<file path="src/rtl/shift_exec_stage.sv">
// Execute-stage sequencer driving one SHIFT32 shifter over one or two passes to
// build SLL/SRL/SRA/ROL/ROR, with valid/ready on both request and result sides.

module shift32 (
  input  logic [31:0] src,
  input  logic [31:0] amt,
  input  logic        lnr,
  output logic [31:0] out
);
  always_comb begin
    out = '0;
    if (amt < 32'd32) out = lnr ? (src << amt[4:0]) : (src >> amt[4:0]);
  end
endmodule

module shift_exec_stage #(
  parameter logic [31:0] ILLEGAL_RESULT = 32'h0000_0000,
  parameter int          CNT_W          = 16
) (
  input  logic             CLK,
  input  logic             RST,
  input  logic             in_valid,
  output logic             in_ready,
  input  logic [2:0]       op,
  input  logic [31:0]      data,
  input  logic [31:0]      amt,
  output logic             out_valid,
  input  logic             out_ready,
  output logic [31:0]      result,
  output logic             zero,
  output logic             illegal,
  output logic [CNT_W-1:0] op_count
);
  typedef enum logic [1:0] {IDLE, P1, P2, DONE} state_t;

  localparam logic [2:0] OP_SLL = 3'd0;
  localparam logic [2:0] OP_SRL = 3'd1;
  localparam logic [2:0] OP_SRA = 3'd2;
  localparam logic [2:0] OP_ROL = 3'd3;
  localparam logic [2:0] OP_ROR = 3'd4;

  state_t      state;
  logic [2:0]  op_q;
  logic [31:0] d_q, s_q, acc;
  logic [31:0] sh_src, sh_amt, sh_out, rot_comp, acc_or;
  logic        sh_lnr, illegal_op;

  assign illegal_op = (op_q > OP_ROR);
  // 32 - r evaluated at full width so r = 0 yields 32, which the shifter maps to 0.
  assign rot_comp   = 32'd32 - {27'd0, s_q[4:0]};
  assign acc_or     = acc | sh_out;

  // Pass operand selection: what the shifter sees depends on op and current pass.
  always_comb begin
    sh_src = d_q;
    sh_amt = s_q;
    sh_lnr = 1'b0;
    case (op_q)
      OP_SLL: sh_lnr = 1'b1;
      OP_SRA: if (state == P2) begin
        sh_src = {32{d_q[31]}};
        sh_amt = (s_q >= 32'd32) ? 32'd0 : (32'd32 - s_q);
        sh_lnr = 1'b1;
      end
      OP_ROL: begin
        sh_amt = (state == P2) ? rot_comp : {27'd0, s_q[4:0]};
        sh_lnr = (state != P2);
      end
      OP_ROR: begin
        sh_amt = (state == P2) ? rot_comp : {27'd0, s_q[4:0]};
        sh_lnr = (state == P2);
      end
      default: ;
    endcase
  end

  shift32 u_shift (.src(sh_src), .amt(sh_amt), .lnr(sh_lnr), .out(sh_out));

  // NOTE: sequential state uses non-blocking assignments only; every register,
  // including the latched operands, is cleared by the asynchronous reset.
  always_ff @(posedge CLK or negedge RST) begin
    if (!RST) begin
      state    <= IDLE;
      op_q     <= '0;
      d_q      <= '0;
      s_q      <= '0;
      acc      <= '0;
      zero     <= 1'b0;
      illegal  <= 1'b0;
      op_count <= '0;
    end else begin
      case (state)
        IDLE: if (in_valid) begin
          op_q  <= op;
          d_q   <= data;
          s_q   <= amt;
          state <= P1;
        end
        P1: begin
          if (illegal_op) begin
            acc     <= ILLEGAL_RESULT;
            zero    <= (ILLEGAL_RESULT == 32'd0);
            illegal <= 1'b1;
            state   <= DONE;
          end else begin
            acc     <= sh_out;
            zero    <= (sh_out == 32'd0);
            illegal <= 1'b0;
            state   <= (op_q == OP_SLL || op_q == OP_SRL) ? DONE : P2;
          end
        end
        P2: begin
          acc   <= acc_or;
          zero  <= (acc_or == 32'd0);
          state <= DONE;
        end
        DONE: if (out_ready) begin
          op_count <= op_count + CNT_W'(1);
          state    <= IDLE;
        end
        default: state <= IDLE;
      endcase
    end
  end

  assign result    = acc;
  assign out_valid = (state == DONE);
  // Gated by reset so the stage never advertises readiness while held in reset.
  assign in_ready  = (state == IDLE) && RST;
endmodule
</file>
<file path="config.mk">
export PLATFORM = sky130hd
export DESIGN_NAME = shift_exec_stage
export DESIGN_NICKNAME = d
export VERILOG_FILES = /design/src/rtl/shift_exec_stage.sv
export SDC_FILE = /design/constraint.sdc
export NUM_CORES = 1
export LEC_CHECK = 0
export ABC_AREA = 1
export CORE_AREA = 2 2 103 180
export DETAILED_ROUTE_END_ITERATION = 10
export DIE_AREA = 0 0 105 182
export PLACE_DENSITY = 0.81
export SLEW_MARGIN = 40
export SYNTH_ARGS = -nofsm -noshare
export SYNTH_HDL_FRONTEND = slang
export SYNTH_SLANG_ARGS = --single-unit
</file>
<file path="constraint.sdc">
create_clock -name CLK -period 3.2 [get_ports CLK]
set_input_delay 0.48 -clock CLK [delete_from_list [all_inputs] [get_ports CLK]]
set_output_delay 0.48 -clock CLK [all_outputs]
set_load 0.02 [all_outputs]
</file>
==> impl_metrics.yaml, run 1 <==
synthesis:
  synth_cells: 1607
  yosys.area_share.xor_xnor_pct: 1.57
  synth_compound_area_share_pct: 11.1
  yosys.area_share.simple_pct: 43.8
  synth.avg_cell_area_sq_um: 6.26
  ys_ff_latch: 119
  synth.area.mux_share_pct: 3.58
  synth_seq_area_share_pct: 29.6
  synth_fa_ha_area_share_pct: 0.871
  synth_top_area_share_pct: 29.6
  ys_top_cells_by_area: "dfrtp_1 (30%), nand3_1 (19%), nand2_1 (18%), o21ai_0 (4.5%), a21oi_1 (4.1%)"
  ys_async_sr_fraction_pct: 100
  synth_ff_type: "dfrtp_1"
  synth.largest_area_cell: "dfrtp_1"
  yosysWarningCount: 0
  synth_cell_types: 43
  synth_top_family_by_area: "simple AND/OR/NAND/NOR gates"
  synth-edff-count: 0
  syn_area_sq_um: 10100
  synth_nets: 1685
clocking:
  cts_root_buf: "clkbuf_16"
  ctsHoldBuffers: 0
  cts_sinks: 119
  cts_buffer_depth: 2
  htree_levels: 4
  cts_buffers: 17
floorplanning:
  ios: 123
  die_h_um: 182
  fp-row-count: 65
  die_x_um: 105
  initial_core_util_pct: 56.7
global_route:
  grt_pass1_vias: 15500
  grt_use_total_pct: 57.8
  grt_pass1_wl_um: 85400
  grt_start_max_net_pins: 120
  gr-total-overflow: 1
run_status:
  error_line: "[ERROR GRT-0116] Global routing finished with congestion. Check the congestion regions in the DRC Viewer."
  status: "stopped before the end"
  lastStage: "global routing"
place:
  dp_hpwl_um: 33900
  io_buffers: 122
  dpl_cell_area_sq_um: 13300
  gp_congestion: 1.05
-- metal layers --
layer / GRT overflow / track usage (%)
met1: 0 / 54.4
met2: 1 / 88.1
met3: 0 / 25.1
met4: 0 / 63.5
met5: 0 / 0.794
-- timing repair --
action	in CTS
endpoints found under the hold margin	0
pin swaps	29
setup buffers	13
gates cloned	3
setup endpoints to repair	21
resized for setup	123
-- stage by stage --
| stage | cells | setup TNS, ps | setup WS [ps] |
|---|---|---|---|
| floorplan | 1607 | 0 | 373 |
| global placement | 2120 | -269 | -269 |
| detailed placement | 2120 | -712 | -387 |
| CTS | 2168 | -113 | -113 |
-- synthesized netlist by cell type, drive strengths merged (10+ instances only) --
cell type  instances
nand4             14
nand2            480
xor2              12
o21ai             99
nor3              10
a21oi             84
clkbuf            40
nor2             111
inv              110
nand3            388
mux2              32
dfrtp            119
buf               64
-- cells by family after synthesis --
logic type	count (synthesis)
mux	32
simple gates	1010
compound gates	206
fa+ha+maj	7
flops	119
xor+xnor	18
buf+inv	215
==> run 2: changes to the inputs <==
- CORE_AREA: 2 2 103 180 -> 2 2 162 164
- DIE_AREA: 0 0 105 182 -> 0 0 164 166
- PLACE_DENSITY: 0.81 -> unset
- PLACE_DENSITY_LB_ADDON: unset -> 0.15
==> run 2 against run 1 <==
  * The flow now finishes, with violations (negative setup slack)
  * Synthesized cell count unchanged
  * Synthesized area unchanged
==> impl_metrics.yaml, run 2 <==
detailed_routing:
  wirelength_um: 41800
  dr.pass1.iters: 6
  wl_per_cell_um: 18.7
  via_count: 12500
  drt_iter0_markers: 1041
  drcViolationCount: 0
  final_antenna_net_count: 0
  avgViaCountPerCell: 5.60
critical_path:
  cp_data_arrival_time_ps: 3680
  worstSetupPathType: "reg2reg"
  rr_worst_depth: 29
  cp_slowest_cell: "dfrtp_1"
  start_kind: "flip-flop"
  worstPathRequired_ps: 3560
  r2r-start: "s_q[0]"
  r2r-end: "zero"
  end_kind: "flip-flop"
  cpPeakStageDelay_ps: 400
  r2r_slack_ps: -120
  critical_path.max_fanout: 6
  crit_top_cell: "nand2_1"
timing:
  report.final.slew_viol_count: 0
  fmax_mhz: 301
  period_share_pct: 104
  hold_violations: 0
  slew_headroom_pct: 49.5
  setup_violations: 1
  finClkSkew_ps: 12.2
  setup_ws_ps: -121
  worst_pin_slew_ps: 757
  fin_crit_ps: 3320
  rsz0062_at_grt: "yes"
place:
  dpl_cell_area_sq_um: 12900
  io_buffers: 122
  dpl.cell_count: 2159
  gp_congestion: 0.989
  dp_hpwl_um: 29300
synthesis:
  ys_top_cells_by_area: "dfrtp_1 (30%), nand3_1 (19%), nand2_1 (18%), o21ai_0 (4.5%), a21oi_1 (4.1%)"
  ys_async_sr_fraction_pct: 100
  synth_common_cells: "nand2_1 (472), nand3_1 (386), dfrtp_1 (119)"
  synth_seq_area_share_pct: 29.6
  yosysWarningCount: 0
  ys_ff_latch: 119
  synth.avg_cell_area_sq_um: 6.26
  synth_nets: 1685
  synth_ff_type: "dfrtp_1"
  synth-edff-count: 0
  synth_cells: 1607
  yosysMostFrequentCell: "nand2_1"
  synth_top_area_share_pct: 29.6
  syn_area_sq_um: 10100
  synth_cell_types: 43
  synth.largest_area_cell: "dfrtp_1"
clocking:
  clk_latency_ps: 430
  cts_tree: "done"
  cts_buffers: 17
  cts_buffer_depth: 2
  cts_sinks: 119
  clk_pin_slew_ps: 60
  cts_root_buf: "clkbuf_16"
  htree_levels: 4
global_route:
  antenna_found_initial: 0
  grt_pass1_vias: 12100
  grt_use_total_pct: 30.3
  grt_pass1_wl_um: 64900
  grt_start_max_net_pins: 63
  gr-total-overflow: 0
run_status:
  violations: "negative setup slack"
  status: "finished, violations left"
finish:
  nNetsFinal: 1961
  fin_util_pct: 60.5
  layout_common_cells: "nand2_1 (396), nand3_1 (251), buf_4 (189)"
  fin_area_sq_um: 15500
  diodes: 0
  fin_cells: 2231
  final_common_cell: "nand2_1"
  areaGrowthSynthToFinish_pct: 54.1
  drive_above_1_share_pct: 31.2
floorplanning:
  initial_core_util_pct: 39.3
  die_area_sq_um: 27200
  fp-row-count: 59
  coreArea_sq_um: 25600
  ios: 123
  die_h_um: 166
  die_x_um: 164
flow_run:
  cap_violations: 0
min_path:
  min_path_type: "in2async"
==> run 2: cell counts after synthesis <==
No cell type changed its count.
==> run 2: cell type report <==
type                    instances  area, sq um
clock buffers                  18          429
clock inverters                14          198
fillers                      2424        10100
inverters                     111          422
multi-input cells            1273         7420
flip-flops and latches        119         2980
well taps                     335          419
repair buffers                361         3640
==> run 2: per-layer routing <==
| metal | vias to the layer above | wire length, um | global-route usage (%) |
|---|---|---|---|
| li1 | 5934 | - | - |
| met1 | 5894 | 17800 | 41.0 |
| met4 | 0 | 1420 | 10.8 |
| met5 | - | 0 | 0 |
| met2 | 548 | 19200 | 48.1 |
| met3 | 112 | 3370 | 5.59 |
==> run 2: how the worst max path moves through the flow <==
stage	end	startpoint	depth (start not counted)	slack [ps]
2_1_floorplan	zero	s_q[0]	25	370
3_3_place_gp	zero	state[0]	27	-180
3_5_place_dp	zero	s_q[0]	27	-190
4_1_cts	zero	s_q[0]	30	0.8
5_1_grt	zero	s_q[0]	31	-290
6_report	zero	s_q[0]	29	-120
==> run 2: critical path: cells and delay by family, from the launching register on <==
family / cells / cell delay (ps)
adder cells (fa/ha/maj): 1 / 150
AND/OR/NAND/NOR: 22 / 1980
buffers and inverters: 6 / 710
flip-flops: 1 / 400
==> run 2: per-stage QoR <==
step	setup TNS (ps)	setup slack, ps	hold slack, ps
floorplan	0	373	184
global placement	-178	-178	356
detailed placement	-190	-190	354
CTS	0	0.841	460
global route	-932	-291	474
finish	-121	-121	466
==> run 2: logic make-up after synthesis <==
group | count (synthesis) | share of synthesized area (%)
simple gates | 1010 | 43.8
buf+inv | 215 | 9.40
compound gates | 206 | 11.1
flops | 119 | 29.6
mux | 32 | 3.58
xor+xnor | 18 | 1.57
fa+ha+maj | 7 | 0.871
==> run 2: timing repair <==
item,4_1_cts,5_1_grt
buffers inserted,12,12
endpoints found under the hold margin,9,0
pin swaps,38,42
gates cloned,11,5
resized for setup,218,117
endpoints found under the setup margin,2,33
hold buffers,1,0
Power of run 2 is left out: the tool's default activity adds up to more than one toggle a clock period on the data nets, which glitch-free logic cannot reach.
==> run 3: changes to the inputs <==
- PLACE_DENSITY_LB_ADDON: 0.15 -> unset
- clock period: 3.2 -> 3.6 ns (I/O delays scaled with it)
==> run 3 against run 2 <==
  * Core utilization is 11 points lower
  * The run now ends clean
  * Critical path type unchanged
  * Final area is 18% lower
  * Die area stayed put
  * Via count is 8.1% lower
  * Maximum frequency is 2.0% lower
  * Sequential share of layout area is 4.1 points higher
  * Clock skew is 1.7 ps higher
  * Clock-buffer cell count is 3 higher
  * Global-route usage is 3.6 points lower
  * Worst hold slack worse by 190 ps
  * First-iteration DRC count is 14% higher
  * Critical path depth is 1 higher
==> impl_metrics.yaml, run 3 (synthesis gave the netlist of run 2 again) <==
global_route:
  grt_start_max_net_pins: 72
  antenna_found_initial: 0
  grt_pass1_vias: 10800
  grt_pass1_wl_um: 57300
  gr-total-overflow: 0
  grt_use_total_pct: 26.6
place:
  io_buffers: 122
  gp_congestion: 1.02
  dp_hpwl_um: 27000
  dpl.cell_count: 2016
detailed_routing:
  wl_per_cell_um: 18.2
  final_antenna_net_count: 0
  via_count: 11500
  drt_iter0_markers: 1189
  dr.pass1.iters: 6
  drcViolationCount: 0
  avgViaCountPerCell: 5.57
  wirelength_um: 37400
clocking:
  htree_levels: 4
  cts_tree: "done"
  clk_latency_ps: 420
  cts_buffers: 17
  cts_buffer_depth: 2
  ctsHoldBuffers: 0
  cts_sinks: 119
  clk_pin_slew_ps: 60
  cts_root_buf: "clkbuf_16"
finish:
  fin_cells: 2061
  nNetsFinal: 1794
  final_common_cell: "nand2_1"
  diodes: 0
  layout_common_cells: "nand2_1 (464), nand3_1 (368), clkdlybuf4s50_1 (121)"
  seq_area_sq_um: 2980
  multi_input_area_sq_um: 6370
  drive_above_1_share_pct: 11.7
  areaGrowthSynthToFinish_pct: 27.0
  fillers: 2658
critical_path:
  worstSetupPathType: "reg2reg"
  rr_worst_depth: 30
  r2r_slack_ps: 210
  cp_data_arrival_time_ps: 3750
  critical_path.max_fanout: 10
  r2r-start: "s_q[1]"
  cpPeakStageDelay_ps: 390
  crit_top_cell: "nand2_1"
  end_kind: "flip-flop"
  r2r-end: "zero"
  start_kind: "flip-flop"
  cp_slowest_cell: "dfrtp_1"
  worstPathRequired_ps: 3960
floorplanning:
  coreArea_sq_um: 25600
  die_x_um: 164
  die_h_um: 166
  ios: 123
  initial_core_util_pct: 39.3
  die_area_sq_um: 27200
  fp-row-count: 59
timing:
  worst_pin_slew_ps: 593
  finClkSkew_ps: 13.9
  period_share_pct: 94.2
  setup_violations: 0
  whs_ps: 273
  hold_violations: 0
  report.final.slew_viol_count: 0
  fin_crit_ps: 3390
  slew_headroom_pct: 60.5
  fmax_mhz: 295
  tns_ps: 0
min_path:
  min_path_type: "in2async"
flow_run:
  cap_violations: 0
run_status:
  status: "finished, final reports clean"
==> run 3: changes by cell type in the layout (fill, tap and decap cells not counted), sizes merged <==
cell,before,now
bufinv,4,1
buf,233,66
clkinvlp,2,4
nand2,480,481
dlygate4sd3,1,0
inv,113,110
bufbuf,2,0
clkinv,6,4
clkbuf,22,27
==> run 3: critical path: cells and delay by family, from the launching register on <==
family	cells	cell delay, ps
adder cells (fa/ha/maj)	1	210
flip-flops	1	390
AND/OR/NAND/NOR	26	2320
buffers and inverters	3	390
==> run 3: what timing repair did <==
| action | 4_1_cts | 5_1_grt |
|---|---|---|
| setup buffers | 0 | 9 |
| endpoints found under the setup margin | 0 | 4 |
| gates resized for setup | 0 | 55 |
==> run 3: metrics by stage <==
step | setup WS (ps) | cell area, sq um | utilization, %
floorplan | 773 | 10100 | -
global placement | 64.1 | 11700 | 45.8
detailed placement | 47.5 | 11700 | 45.8
CTS | 37.4 | 12300 | 48.0
global route | -13.3 | 12800 | 49.9
finish | 210 | 12800 | 49.9
==> run 3: how the worst max path moves through the flow <==
stage	cells after the start	slack, ps	end	startpoint
global route	28	-10	zero	s_q[0]
floorplan	25	770	zero	s_q[0]
global placement	28	60	zero	s_q[1]
detailed placement	28	50	zero	s_q[1]
finish	30	210	zero	s_q[1]
CTS	28	40	zero	s_q[1]
==> run 3: area by class of cell <==
cell class | instances | share of cell area [%]
Multi-Input combinational cell | 1274 | 49.9
Sequential cell | 119 | 23.3
Timing Repair Buffer | 193 | 15.9
Clock buffer | 21 | 3.76
Inverter | 111 | 3.28
Tap cell | 335 | 3.28
Clock inverter | 8 | 0.588
==> run 3: routing by layer <==
metal  global-route usage, %  vias to the layer above  share of wire, %
met3                    5.27                       68               6.4
li1                        -                     5583                 -
met5                       0                        -                 0
met2                    42.4                      467                46
met4                    9.38                        0               3.0
met1                    35.8                     5359                45
Power of run 3 is left out for the same reason.
==> patch 1, RTL diff (settings of run 3) <==
Remove the case item `OP_SRA` of the case on `op_q`.
--- a/src/rtl/shift_exec_stage.sv
+++ b/src/rtl/shift_exec_stage.sv
@@ -57,11 +57,6 @@
     sh_lnr = 1'b0;
     case (op_q)
       OP_SLL: sh_lnr = 1'b1;
-      OP_SRA: if (state == P2) begin
-        sh_src = {32{d_q[31]}};
-        sh_amt = (s_q >= 32'd32) ? 32'd0 : (32'd32 - s_q);
-        sh_lnr = 1'b1;
-      end
       OP_ROL: begin
         sh_amt = (state == P2) ? rot_comp : {27'd0, s_q[4:0]};
         sh_lnr = (state != P2);
Formal check against the unedited RTL: not equivalent (Yosys sat finds a counterexample within 4 cycles, from zero or initial values and one cycle with RST low).
==> patch 1 against run 3 <==
- clock skew down 0.0011 ns
- worst setup slack gained 0.070 ns
- synthesized cell count shrank 10%
- synthesized area shrank 5.5%
- non-clock buffer count is 39 lower
- cell area shrank 9.1%
- wire length shrank 5.5%
- highest routed layer unchanged
- first-iteration DRC count is 12% lower
- sequential cell count unchanged
- largest cell class unchanged
Power is not shown: default switching activity piles up to over one toggle a cycle in this logic, so the estimate is an artifact.
==> patch 1: results (changes against run 3) <==
* Status: complete, no violations
* DRT Pass-1 Iters at 8 (+2)
* RePlAce Congestion at 0.968 (-4.7%)
* Final WL at 35,400 um (-5.5%)
* Met2 Usage GRT at 41.9% (-0.53 points)
* XOR/XNOR share of the synthesized area at 1.29% (-0.28 points)
* Slew HR at 50.1% (-10 points)
* CP max stage delay at 0.41 ns (+0.02 ns)
* Layout cells sized above 1 at 8.32% (-3.4 points)
* Largest net degree at the start of global routing at 94 (+31%)
* Adder-cell share of the synthesized area at 0.922% (+0.051 points)
* Synthesized net count at 1,524 (-9.6%)
* Fill count at 2,649 (-0.34%)
* Multiplexer share of the synthesized area at 3.55% (-0.028 points)
* Vias at 10.3k (-10%)
* Worst setup path start: state[0]
* Clock Skews at 0.0128 ns (-0.00109 ns)
* Worst-path fanout max at 28 (+18)
* Grt met3 use at 5.34% (+0.075 points)
* GRT Overall Usage at 26.2% (-0.38 points)
* Most used DFF post-synth: dfrtp_1
* Synth area leaders: dfrtp_1, nand3_1, nand2_1
* Vias in the first global route at 9,930 (-7.7%)
* Hpwl dp at 26,100 um (-3.1%)
* First-pass GRT wire length at 55,400 um (-3.3%)
* Post-synth top cells: nand3_1, nand2_1, dfrtp_1, nor2_1, inv_1
* GR Layer Usage met1 at 35.6% (-0.22 points)
[patch 1: cell types whose count changed in the layout (fill, tap and decap cells not counted), moves of 11 or more]
| cell | change |
|---|---|
| nor2_1 | +11 |
| nand3_2 | -14 |
| buf_4 | -27 |
| a21oi_1 | +21 |
| nand2_1 | -145 |
| inv_1 | +16 |
| o21ai_0 | -14 |
| inv_2 | -12 |
[patch 1: layout make-up]
type	instances	area share (%)
inverter	117	3.85
tap	335	3.61
multi-input combinational	1117	48.2
clock inverter	15	1.44
timing repair buffer	154	13.5
sequential	119	25.7
clock buffer	17	3.67
[patch 1: timing repair]
| action | 4_1_cts | 5_1_grt |
|---|---|---|
| gates resized for setup | 0 | 5 |
| buffers inserted | 0 | 6 |
| setup endpoints to repair | 0 | 1 |
[patch 1: worst max-delay path: cells and delay by family, from the launching register on]
family	cells	cell delay [ns]
AO/OA/AOI/OAI	1	0.17
adder cells (fa/ha/maj)	1	0.26
AND/OR/NAND/NOR	13	1.54
buffers and inverters	5	0.85
flip-flops	1	0.41
[patch 1: logic make-up after synthesis]
kind of cell               Yosys count
buffers and inverters              211
adders and majority gates            7
and+or+nand+nor                    856
muxes                               30
AOI/OAI and AO/OA                  209
xor gates and xnor gates            14
DFF                                119
[patch 1: worst min-delay path by stage]
stage	end	slack, ns	depth (start not counted)
floorplan	d_q[0]	0.24	0
global placement	op_count[15]	0.47	1
detailed placement	op_count[15]	0.48	1
CTS	result[29]	0.34	2
global route	result[22]	0.35	2
finish	result[25]	0.30	2
[patch 1: layer usage]
layer | part of all wire (%) | vias to the layer above | wire length [um]
met1 | 43 | 4817 | 15300
met2 | 46 | 418 | 16400
met3 | 7.7 | 52 | 2730
met5 | 0 | - | 0
met4 | 2.7 | 0 | 965
li1 | - | 5026 | -
[patch 1: metrics by stage]
step / instance area [sq um] / instances / utilization [%] / setup slack, ns / hold WS, ns
2_1_floorplan: 9500 / 1446 / - / 1.00 / 0.244
3_3_place_gp: 10900 / 1835 / 42.6 / 0.146 / 0.466
3_5_place_dp: 10900 / 1835 / 42.6 / 0.123 / 0.476
4_1_cts: 11500 / 1867 / 45.0 / 0.103 / 0.337
5_1_grt: 11600 / 1874 / 45.3 / 0.0290 / 0.353
6_report: 11600 / 1874 / 45.3 / 0.280 / 0.304
==> patch 2, RTL diff (config.mk and constraints of run 3) <==
Made on the original files. Change the parameter `CNT_W` from 16 to 24.
--- a/src/rtl/shift_exec_stage.sv
+++ b/src/rtl/shift_exec_stage.sv
@@ -15,7 +15,7 @@
 
 module shift_exec_stage #(
   parameter logic [31:0] ILLEGAL_RESULT = 32'h0000_0000,
-  parameter int          CNT_W          = 16
+  parameter int          CNT_W          = 24
 ) (
   input  logic             CLK,
   input  logic             RST,
Ports: changed (resized op_count); port bits go from 123 to 131. No check against the original RTL was run, so the function may have changed too.
==> patch 2 against run 3 <==
- wire length down 2.0%
- synthesized area rose by 3.1%
- sequential cell count rose by 8
- critical path type unchanged
- non-clock buffer count decreased by 11
- global-route usage increased by 0.22 points
- fmax up 0.72%
- count of clock-buffer cells in the layout is 4 lower
- cell area grew 3.1%
- worst setup slack gained 0.024 ns
- critical endpoint unchanged
- synthesized cell count increased by 0.31%
- clock skew shrank 0.0023 ns
- critical path depth shrank 5
- highest routed layer unchanged
Power is left out: the tool's default activity adds up to more than one toggle a clock period on the data nets, which glitch-free logic cannot reach.
==> patch 2: results (changes against run 3) <==
* Status: complete, no violations
* Avg Cell Area, Syn at 6.43 sq um (+2.8%)
* Vias in the first global route at 10.9k (+1.5%)
* First-pass GRT wire length at 57,800 um (+1.0%)
* Seq/Total Area, Yosys at 30.6% (+1.0 points)
* Post-DP Area at 12,100 sq um (+2.8%)
* Setup WS pre-CTS at 0.104 ns (+0.0570 ns)
* Vias at 11.6k (+0.76%)
* Clock Latency Late Sink at 0.44 ns (+0.02 ns)
* Hpwl dp at 26,300 um (-2.6%)
* Clock Skews at 0.0116 ns (-0.00225 ns)
* Clk slew on worst S/H paths at 0.08 ns (+0.02 ns)
* Port Buffers at 130 (+6.6%)
* Layout cells sized above 1 at 12.4% (+0.71 points)
* GRT Overall Usage at 26.8% (+0.22 points)
* Avg Vias per Cell at 5.64 (+1.2%)
* NumNets Final at 1,781 (-0.72%)
* Inst Count DP at 2,003 (-0.64%)
* Final WL at 36,700 um (-2.0%)
* Post-synth top cells: nand3_1, nand2_1, dfrtp_1, nor2_1, a21oi_1
* RePlAce Congestion at 0.970 (-4.5%)
* Fill count at 2,564 (-3.5%)
* Initial DRC count at 1,370 (+15%)
* Synthesized net count at 1,690 (+0.30%)
* Worst-margin pin slew at 0.704 ns (+0.111 ns)
[patch 2: changes by cell type in the layout (fill, tap and decap cells not counted), sizes merged, moves of 6 or more]
| cell | delta |
|---|---|
| nand4 | +6 |
| nor3 | +7 |
| buf | -18 |
| a21oi | +23 |
| clkinv | +6 |
| inv | +14 |
| clkdlybuf4s50 | +8 |
| o21ai | -21 |
| dfrtp | +8 |
| nand3 | +48 |
| nand2 | -99 |
[patch 2: kinds of logic after synthesis]
kind of cell    after synthesis  share of synthesized area (%)
compound gates              209                           11.0
xor+xnor                     25                           2.11
mux                          33                           3.58
fa+ha+maj                     7                          0.844
buf+inv                     232                           9.40
simple gates                979                           42.4
flops                       127                           30.6
[patch 2: timing repair]
item / in CTS / in global routing
buffers inserted: 0 / 10
gates resized for setup: 0 / 75
endpoints found under the hold margin: 0 / 0
setup endpoints to repair: 0 / 1
[patch 2: cell type report]
type                       count  area [sq um]  area share, %
clock buffer                  17           425           3.23
tap                          335           419           3.18
clock inverter                15           160           1.22
inverter                     121           465           3.53
timing repair buffer         182          2000           15.2
sequential                   127          3180           24.1
multi-input combinational   1254          6520           49.5
[patch 2: path summary, 6_finish.rpt]
| check | startpoint | end | slack [ns] | cells past startpoint |
|---|---|---|---|---|
| worst max-delay path | s_q[0] | zero | 0.23 | 25 |
| max in group asynchronous | RST | result[15] | 2.84 | 2 |
| min in group CLK | op_count[23] | op_count[23] | 0.49 | 1 |
| worst min register to register | op_count[23] | op_count[23] | 0.49 | 1 |
| worst min-delay path | RST | s_q[31] | 0.21 | 2 |
| worst max register to register | s_q[0] | zero | 0.23 | 25 |
[patch 2: layer usage]
layer	vias up	track usage, %	wire length, um
li1	5615	-	-
met1	5395	36.0	15800
met2	471	42.8	17000
met3	83	5.07	2600
met4	0	10.3	1230
met5	-	0	0
